File: config.mk
export PLATFORM = sky130hd
export DESIGN_NAME = i2s_receiver_flat
export DESIGN_NICKNAME = d
export VERILOG_FILES = /design/src/rtl/i2s_receiver_pkg.sv /design/src/rtl/i2s_receiver_if.sv /design/src/rtl/i2s_sync_shift.sv /design/src/rtl/i2s_receiver.sv /design/src/flat_wrapper.sv
export SDC_FILE = /design/constraint.sdc
export NUM_CORES = 1
export LEC_CHECK = 0
export CORE_ASPECT_RATIO = 1.25
export CORE_MARGIN = 2
export CORE_UTILIZATION = 30
export DETAILED_ROUTE_END_ITERATION = 10
export PLACE_DENSITY = 0.57
export SYNTH_ARGS = -nofsm -noshare
export SYNTH_HDL_FRONTEND = slang
export SYNTH_HIERARCHICAL = 1
export SYNTH_SLANG_ARGS = --single-unit
File: constraint.sdc
create_clock -name clk -period 2.35 [get_ports clk]
set_input_delay 0.47 -clock clk [delete_from_list [all_inputs] [get_ports clk]]
set_output_delay 0.47 -clock clk [all_outputs]
set_load 0.01 [all_outputs]
File: src/rtl/i2s_receiver_pkg.sv
// Shared constants and types for the I2S capture path: timebase layout,
// word size and the sample-strobe phase helper.
package i2s_receiver_pkg;

    localparam int I2S_CNT_WIDTH = 10;
    localparam int I2S_SLOTS     = 32;
    localparam int I2S_WORD      = 16;

    localparam int MCLK_BIT = 1;
    localparam int SCK_BIT  = 4;
    localparam int LRCK_BIT = 9;

    localparam int SLOT_WIDTH = $clog2(I2S_SLOTS);

    typedef logic [I2S_WORD-1:0]   sample_t;
    typedef logic [SLOT_WIDTH-1:0] slot_t;
    typedef logic [SCK_BIT:0]      phase_t;

    // Slot 16 closes the left word; slot 0 of the next frame closes the right word.
    localparam slot_t SLOT_LEFT_DONE  = slot_t'(16);
    localparam slot_t SLOT_RIGHT_DONE = slot_t'(0);

    // sck rises at phase 16; the synchronizer pushes the usable sample later.
    function automatic phase_t strobe_phase(input int stages);
        return phase_t'(16 + stages);
    endfunction

endpackage

File: src/rtl/i2s_receiver_if.sv
// Stereo sample handshake between the I2S receiver and the sound logic.
interface i2s_receiver_if;
    import i2s_receiver_pkg::*;

    sample_t sample_left;
    sample_t sample_right;
    logic    sample_valid;
    logic    sample_ready;
    logic    overrun;

    modport master (
        output sample_left,
        output sample_right,
        output sample_valid,
        output overrun,
        input  sample_ready
    );

    modport slave (
        input  sample_left,
        input  sample_right,
        input  sample_valid,
        input  overrun,
        output sample_ready
    );

endinterface

File: src/rtl/i2s_sync_shift.sv
// ADC data synchronizer followed by the serial-to-parallel shift register,
// advanced once per bit slot by the sample strobe.
module i2s_sync_shift
    import i2s_receiver_pkg::*;
#(
    parameter int SYNC_STAGES = 2
) (
    input  logic    clk,
    input  logic    rst,
    input  logic    sdout,
    input  logic    strobe,
    output sample_t word,
    output sample_t word_next
);

    logic [SYNC_STAGES-1:0] sync;

    assign word_next = {word[I2S_WORD-2:0], sync[SYNC_STAGES-1]};

    always_ff @(posedge clk) begin
        if (rst) begin
            sync <= '0;
            word <= '0;
        end else begin
            sync <= {sync[SYNC_STAGES-2:0], sdout};
            if (strobe) begin
                word <= word_next;
            end
        end
    end

endmodule

File: src/rtl/i2s_receiver.sv
// I2S master receiver: derives mclk/sck/lrck from one free-running counter,
// deserializes the ADC stream and hands stereo pairs out on valid/ready.
module i2s_receiver
    import i2s_receiver_pkg::*;
#(
    parameter int SYNC_STAGES = 2
) (
    input  logic           clk,
    input  logic           rst,
    output logic           audio_mclk,
    output logic           audio_sck,
    output logic           audio_lrck,
    input  logic           audio_sdout,
    i2s_receiver_if.master bus
);

    logic [I2S_CNT_WIDTH-1:0] cnt;
    slot_t                    slot;
    logic                     strobe;
    sample_t                  word;
    sample_t                  word_next;
    sample_t                  left_hold;
    logic                     primed;
    logic                     pair_pend;

    always_ff @(posedge clk) begin
        if (rst) begin
            cnt <= '0;
        end else begin
            cnt <= cnt + 1'b1;
        end
    end

    assign audio_mclk = cnt[MCLK_BIT];
    assign audio_sck  = cnt[SCK_BIT];
    assign audio_lrck = cnt[LRCK_BIT];

    assign slot   = cnt[I2S_CNT_WIDTH-1 -: SLOT_WIDTH];
    assign strobe = (cnt[SCK_BIT:0] == strobe_phase(SYNC_STAGES));

    i2s_sync_shift #(
        .SYNC_STAGES (SYNC_STAGES)
    ) u_sync_shift (
        .clk       (clk),
        .rst       (rst),
        .sdout     (audio_sdout),
        .strobe    (strobe),
        .word      (word),
        .word_next (word_next)
    );

    // primed stays low until a full left word has been seen, so the first
    // slot-0 close after reset never produces a half-empty pair.
    always_ff @(posedge clk) begin
        if (rst) begin
            left_hold <= '0;
            primed    <= 1'b0;
            pair_pend <= 1'b0;
        end else begin
            pair_pend <= 1'b0;
            if (strobe && slot == SLOT_LEFT_DONE) begin
                left_hold <= word_next;
                primed    <= 1'b1;
            end
            if (strobe && slot == SLOT_RIGHT_DONE) begin
                pair_pend <= primed;
            end
        end
    end

    always_ff @(posedge clk) begin
        if (rst) begin
            bus.sample_left  <= '0;
            bus.sample_right <= '0;
            bus.sample_valid <= 1'b0;
            bus.overrun      <= 1'b0;
        end else if (pair_pend) begin
            bus.sample_left  <= left_hold;
            bus.sample_right <= word;
            bus.sample_valid <= 1'b1;
            bus.overrun      <= bus.overrun | (bus.sample_valid & ~bus.sample_ready);
        end else if (bus.sample_valid && bus.sample_ready) begin
            bus.sample_valid <= 1'b0;
        end
    end

endmodule
File: src/flat_wrapper.sv
// flat-port wrapper written by rule: the top's interface ports become plain ports
module i2s_receiver_flat import i2s_receiver_pkg::*;
#(
    parameter int SYNC_STAGES = 2
)
  (clk, rst, audio_mclk, audio_sck, audio_lrck, audio_sdout, bus_sample_left, bus_sample_right, bus_sample_valid, bus_overrun, bus_sample_ready);
  i2s_receiver_if bus_i ();
  input  logic clk;
  input  logic rst;
  output logic audio_mclk;
  output logic audio_sck;
  output logic audio_lrck;
  input  logic audio_sdout;
  output wire logic [$bits(bus_i.sample_left)-1:0] bus_sample_left;
  output wire logic [$bits(bus_i.sample_right)-1:0] bus_sample_right;
  output wire logic [$bits(bus_i.sample_valid)-1:0] bus_sample_valid;
  output wire logic [$bits(bus_i.overrun)-1:0] bus_overrun;
  input wire logic [$bits(bus_i.sample_ready)-1:0] bus_sample_ready;
  assign bus_sample_left = bus_i.sample_left;
  assign bus_sample_right = bus_i.sample_right;
  assign bus_sample_valid = bus_i.sample_valid;
  assign bus_overrun = bus_i.overrun;
  assign bus_i.sample_ready = bus_sample_ready;
  i2s_receiver #(.SYNC_STAGES(SYNC_STAGES)) u_core (.clk(clk), .rst(rst), .audio_mclk(audio_mclk), .audio_sck(audio_sck), .audio_lrck(audio_lrck), .audio_sdout(audio_sdout), .bus(bus_i));
endmodule
==> results of run 1 <==
-- state kept, by name, summed over array words and instances, names as in the netlist --
name / flops
u_core/left_hold: 16
u_core/primed: 1
u_core/bus.sample_left: 16
u_core/u_sync_shift/word: 16
u_core/bus.sample_valid: 1
u_core/bus.overrun: 1
u_core/cnt: 10
u_core/u_sync_shift/sync: 2
u_core/bus.sample_right: 16
u_core/pair_pend: 1
-- cell usage after synthesis --
master,number
dfxtp_1,80
mux2i_1,65
nor2_1,56
nand2b_1,33
buf_4,16
clkbuf_1,8
a21oi_1,6
buf_2,5
nand3_1,5
nand2_1,4
inv_1,3
nor2b_1,3
buf_12,2
ha_1,2
o21ai_0,2
o31ai_1,2
or3_1,2
or4_1,2
xor2_1,2
and3_4,1
and4bb_4,1
buf_1,1
buf_6,1
buf_8,1
nor3_1,1
nor4_1,1
nor4_2,1
or2_2,1
xnor2_1,1
-- logic make-up (layout without fill, tap and decap cells) --
family | Yosys count | count (layout) | share of synthesized area, %
flip-flops | 80 | 80 | 50.4
XOR/XNOR | 3 | 3 | 0.828
buffers and inverters | 37 | 63 | 8.08
adder cells (fa/ha/maj) | 2 | 2 | 0.788
multiplexers | 65 | 65 | 20.5
AO/OA/AOI/OAI | 10 | 10 | 1.73
AND/OR/NAND/NOR | 111 | 111 | 17.7
-- layer usage --
| metal | track usage [%] | wire length (µm) | part of all wire [%] | up-vias |
|---|---|---|---|---|
| li1 | - | - | - | 1047 |
| met1 | 14.2 | 2710 | 49 | 943 |
| met2 | 14.9 | 2490 | 45 | 35 |
| met3 | 3.54 | 234 | 4.2 | 8 |
| met4 | 6.16 | 126 | 2.3 | 0 |
| met5 | 0 | 0 | 0 | - |
-- worst max-delay path by stage --
stage	from	to	depth (start not counted)	slack (ns)
2_1_floorplan	u_core/cnt[1]	u_core/left_hold[0]	6	0.88
3_3_place_gp	rst	u_core/left_hold[3]	4	0.78
3_5_place_dp	rst	u_core/left_hold[3]	4	0.77
4_1_cts	u_core/cnt[4]	audio_sck	1	0.52
5_1_grt	u_core/cnt[4]	audio_sck	1	0.48
6_report	u_core/cnt[4]	audio_sck	1	0.53
-- stage by stage --
step / area [µm²] / setup slack, ns
after CTS: 3880 / 0.519
final: 3880 / 0.530
after floorplan: 3180 / 0.875
after global placement: 3550 / 0.783
after global routing: 3880 / 0.478
after detailed placement: 3550 / 0.774
-- power by group through the flow --
stage / Sequential [W] / Clock [W] / Combinational (W)
floorplan: 0.00140 / 0 / 0.0000367
global placement: 0.00140 / 0 / 0.0000553
detailed placement: 0.00140 / 0 / 0.0000560
CTS: 0.00137 / 0.00154 / 0.0000559
global route: 0.00137 / 0.00159 / 0.0000609
finish: 0.00137 / 0.00149 / 0.0000548
-- area by class of cell --
type,count,area (µm²),share of cell area [%]
clock inverter,3,65.1,1.68
timing repair buffer,45,458,11.8
sequential,80,1600,41.3
clock buffer,12,256,6.62
tap,132,165,4.26
multi-input combinational,191,1320,34.0
inverter,3,11.3,0.291
==> results.sh, run 1 <==
export IMPL_final_layout_size_suffix_gt1_share_pct=7.49
export IMPL_firstDrtPassIters=4
export IMPL_grt_ovfl_total=0
export IMPL_wl_per_cell_um=11.9
export IMPL_via_count=2033
export IMPL_min_from="u_core/u_sync_shift/sync[0]"
export IMPL_post_cts_resized=0
export IMPL_avgViaCountPerCell=4.36
export IMPL_drc_errors=0
export IMPL_dpl_hpwl_mm=3.67
export IMPL_fmax_ghz=0.549
export IMPL_crit_family="buffers and inverters"
export IMPL_clkPwrFrac_pct=51.2
export IMPL_drt_wl_total_mm=5.56
export IMPL_post_cts_setup_buffer_count=0
export IMPL_io_pins=41
export IMPL_grt_pass1_wl_mm=9.45
export IMPL_reg2reg_to="u_core/u_sync_shift/word[1]"
export IMPL_synth_warnings=6
export IMPL_p_sw_share_pct=18.8
export IMPL_pwr_share_seq_pct=46.9
export IMPL_fillers=1039
export IMPL_ir_drop_v=0.000273
export IMPL_hold_path_class="flop to flop"
export IMPL_avgSynthCellArea_um2=10.3
export IMPL_comb_power_share_pct=1.9
export IMPL_drt_initial_drc_count=110
export IMPL_finalClockSkew_ns=0.00494
export IMPL_instances_no_fill=466
export IMPL_p_per_area_nw_per_um2=752
export IMPL_fin_crit_sh_pct=77.5
export IMPL_cts_path_max_buffers=2
export IMPL_synth_top_cell_area_share_pct=50.4
export IMPL_grt_pass1_vias=1944
export IMPL_status="finished, final reports clean"
export IMPL_fp_dieW_um=96.0
export IMPL_crit_path_end_kind="primary output"
export IMPL_layout_commonest_cell="dfxtp_1"
export IMPL_reg2regPathDepth=5
export IMPL_rsz0062_at_grt="no"
export IMPL_yosysSeqAreaShare_pct=50.4
export IMPL_synth_seq_cells=80
export IMPL_cp_start_kind="flop"
export IMPL_finalNetCount=336
export IMPL_start_util_pct=30.4
export IMPL_hold_violations=0
export IMPL_p_leak_nw=1.25
export IMPL_netlist_area_um2=3180
export IMPL_cpPeakStageDelay_ns=0.58
export IMPL_crit_required_ns=1.88
export IMPL_yosysUniqueCellTypes=29
export IMPL_std_cell_rows=42
export IMPL_antenna_left=0
export IMPL_grt_max_degree=39
export IMPL_htree_levels=3
export IMPL_synth_nets=314
export IMPL_layout_common_cells="dfxtp_1 (79), mux2i_1 (65), nor2_1 (56)"
export IMPL_ff2ff_setup_slack_ns=0.86
export IMPL_power_switching_w=0.000548
export IMPL_numCtsBuffers=9
export IMPL_tightest_slew_ns=0.566
export IMPL_finalPower_w=0.00292
export IMPL_min_period_ns=1.82
export IMPL_final_util_pct=37.1
export IMPL_num_antenna_cells=0
export IMPL_tns_ns=0
export IMPL_whs_path_depth=1
export IMPL_area_growth_pct=22.1
export IMPL_cpMaxStageDelayCell="clkdlybuf4s50_1"
export IMPL_io_buffers=40
export IMPL_core_um2=10500
export IMPL_hold_ws_ns=0.432
export IMPL_critPathKind="flop to primary output"
export IMPL_antenna_found_initial=0
export IMPL_regToRegStartpoint="u_core/cnt[1]"
export IMPL_cts_tree="yes"
export IMPL_ctsHoldBuffers=0
export IMPL_relSlewSlack_pct=62.3
export IMPL_crit_chain="clkdlybuf4s50_1"
export IMPL_crit_arrival_ns=1.35
export IMPL_dp_cells=451
export IMPL_synth_top_area_cell="dfxtp_1"
export IMPL_dieHeight_um=119
export IMPL_synthCells=308
export IMPL_grt_usage_pct=10.7
export IMPL_synthTopCellsByArea="dfxtp_1 (50%), mux2i_1 (20%), nor2_1 (6.6%), nand2b_1 (6.5%), buf_4 (3.8%)"
export IMPL_slew_viol_final=0
export IMPL_cap_violations=0
export IMPL_numClockSinks=80
export IMPL_gp_congestion=0.715
export IMPL_dieArea_um2=11400
export IMPL_path_clk_slew_ns=0.06
export IMPL_path_buf_inv=1
export IMPL_hold_end="u_core/u_sync_shift/sync[1]"
export IMPL_crit_path_max_fanout=6
export IMPL_root_buffer="clkbuf_16"
export IMPL_finalSetupViolCount=0
export IMPL_p_int_w=0.00237
export IMPL_worstSkewPairLatency_ns=0.34
Power figures use the tool's default switching activity.
==> run 2: changes to the inputs <==
clock period = 1.9 ns   (was 2.35 ns; I/O delays follow)
==> results.sh, run 2 (synthesis gave the netlist of run 1 again) <==
export IMPL_status="finished, final reports clean"
export IMPL_grt_pass1_vias=1945
export IMPL_std_cell_rows=42
export IMPL_crit_path_max_fanout=6
export IMPL_core_um2=10500
export IMPL_layout_common_cells="dfxtp_1 (79), mux2i_1 (65), nor2_1 (56)"
export IMPL_antenna_found_initial=0
export IMPL_rsz0062_at_grt="no"
export IMPL_fmax_ghz=0.580
export IMPL_finalNetCount=336
export IMPL_ir_drop_v=0.000359
export IMPL_worstSkewPairLatency_ns=0.33
export IMPL_layout_commonest_cell="dfxtp_1"
export IMPL_io_buffers=40
export IMPL_num_antenna_cells=0
export IMPL_dieArea_um2=11400
export IMPL_cap_violations=0
export IMPL_post_cts_resized=0
export IMPL_via_count=1998
export IMPL_use_met2_pct=15.1
export IMPL_drc_errors=0
export IMPL_grt_max_degree=50
export IMPL_hold_path_class="flop to flop"
export IMPL_gr_usage_met1_pct=14.5
export IMPL_min_period_ns=1.72
export IMPL_p_per_area_nw_per_um2=927
export IMPL_grt_use_met3_pct=3.42
export IMPL_path_depth=1
export IMPL_finalSetupViolCount=0
export IMPL_crit_required_ns=1.52
export IMPL_firstDrtPassIters=4
export IMPL_numCtsBuffers=9
export IMPL_ff2ff_setup_slack_ns=0.40
export IMPL_numClockSinks=80
export IMPL_post_cts_setup_buffer_count=0
export IMPL_path_buf_inv=1
export IMPL_cts_path_max_buffers=2
export IMPL_p_leak_nw=1.25
export IMPL_io_pins=41
export IMPL_crit_path_start="u_core/cnt[4]"
export IMPL_tightest_slew_ns=0.465
export IMPL_area_growth_pct=22.1
export IMPL_start_util_pct=30.4
export IMPL_relSlewSlack_pct=69.0
export IMPL_hold_violations=0
export IMPL_drt_wl_total_mm=5.58
export IMPL_reg2regPathDepth=5
export IMPL_ctsHoldBuffers=0
export IMPL_regToRegStartpoint="u_core/cnt[1]"
export IMPL_antenna_left=0
export IMPL_critPathKind="flop to primary output"
export IMPL_slew_viol_final=0
export IMPL_final_layout_size_suffix_gt1_share_pct=7.49
export IMPL_grt_ovfl_total=0
export IMPL_crit_arrival_ns=1.34
export IMPL_crit_family="buffers and inverters"
export IMPL_cts_tree="yes"
export IMPL_htree_levels=3
export IMPL_reg2reg_to="u_core/u_sync_shift/word[10]"
export IMPL_fin_crit_sh_pct=90.8
export IMPL_crit_path_end_kind="primary output"
export IMPL_root_buffer="clkbuf_16"
export IMPL_crit_chain="clkdlybuf4s50_1"
export IMPL_grt_usage_pct=10.8
export IMPL_final_util_pct=37.1
export IMPL_tns_ns=0
export IMPL_wl_per_cell_um=12.0
export IMPL_path_clk_slew_ns=0.06
export IMPL_critPathCapture="audio_sck"
export IMPL_cpMaxStageDelayCell="clkdlybuf4s50_1"
export IMPL_grt_pass1_wl_mm=9.54
export IMPL_dpl_hpwl_mm=3.73
export IMPL_cp_start_kind="flop"
export IMPL_drt_initial_drc_count=94
export IMPL_dieHeight_um=119
export IMPL_fillers=1040
export IMPL_grt_busiest_layer="met2"
export IMPL_finalClockSkew_ns=0.00683
export IMPL_fp_dieW_um=96.0
export IMPL_gp_congestion=0.714
export IMPL_avgViaCountPerCell=4.29
export IMPL_cpPeakStageDelay_ns=0.58
## run 2: where the power goes
group | internal (W) | total, W | switching (W)
sequential | 0.00169 | 0.00169 | 0.00000702
clock | 0.00121 | 0.00183 | 0.000621
combinational | 0.0000321 | 0.0000683 | 0.0000362
total | 0.00293 | 0.00359 | 0.000664
## run 2: cell type report
class | count | area (µm²) | area share, %
Inverter | 3 | 11.3 | 0.291
Clock inverter | 3 | 65.1 | 1.68
Timing Repair Buffer | 45 | 458 | 11.8
Tap cell | 132 | 165 | 4.26
Sequential cell | 80 | 1600 | 41.3
Multi-Input combinational cell | 191 | 1320 | 34.0
Clock buffer | 12 | 256 | 6.62
## run 2: worst min path at each step
stage	cells past startpoint	from	endpoint
6_report	2	u_core/primed	u_core/pair_pend
5_1_grt	1	u_core/u_sync_shift/sync[0]	u_core/u_sync_shift/sync[1]
4_1_cts	2	u_core/primed	u_core/pair_pend
3_5_place_dp	1	u_core/u_sync_shift/sync[0]	u_core/u_sync_shift/sync[1]
3_3_place_gp	2	u_core/primed	u_core/pair_pend
2_1_floorplan	1	u_core/u_sync_shift/sync[0]	u_core/u_sync_shift/sync[1]
## run 2: layer usage
layer / part of all wire [%] / wire length [µm] / vias to the layer above
met5: 0 / 0 / -
met4: 2.5 / 140 / 0
met3: 3.8 / 213 / 9
met2: 44 / 2440 / 28
met1: 50 / 2790 / 916
li1: - / - / 1045
## run 2: per-stage QoR
step           std cells  area, µm²  setup WS (ns)  total power (W)  hold WS [ns]
2_1_floorplan        308       3180          0.425          0.00177         0.414
3_3_place_gp         451       3550          0.470          0.00180         0.428
3_5_place_dp         451       3550          0.386          0.00180         0.425
4_1_cts              466       3880          0.146          0.00365         0.437
5_1_grt              466       3880         0.0997          0.00373         0.451
6_report             466       3880          0.175          0.00359         0.433
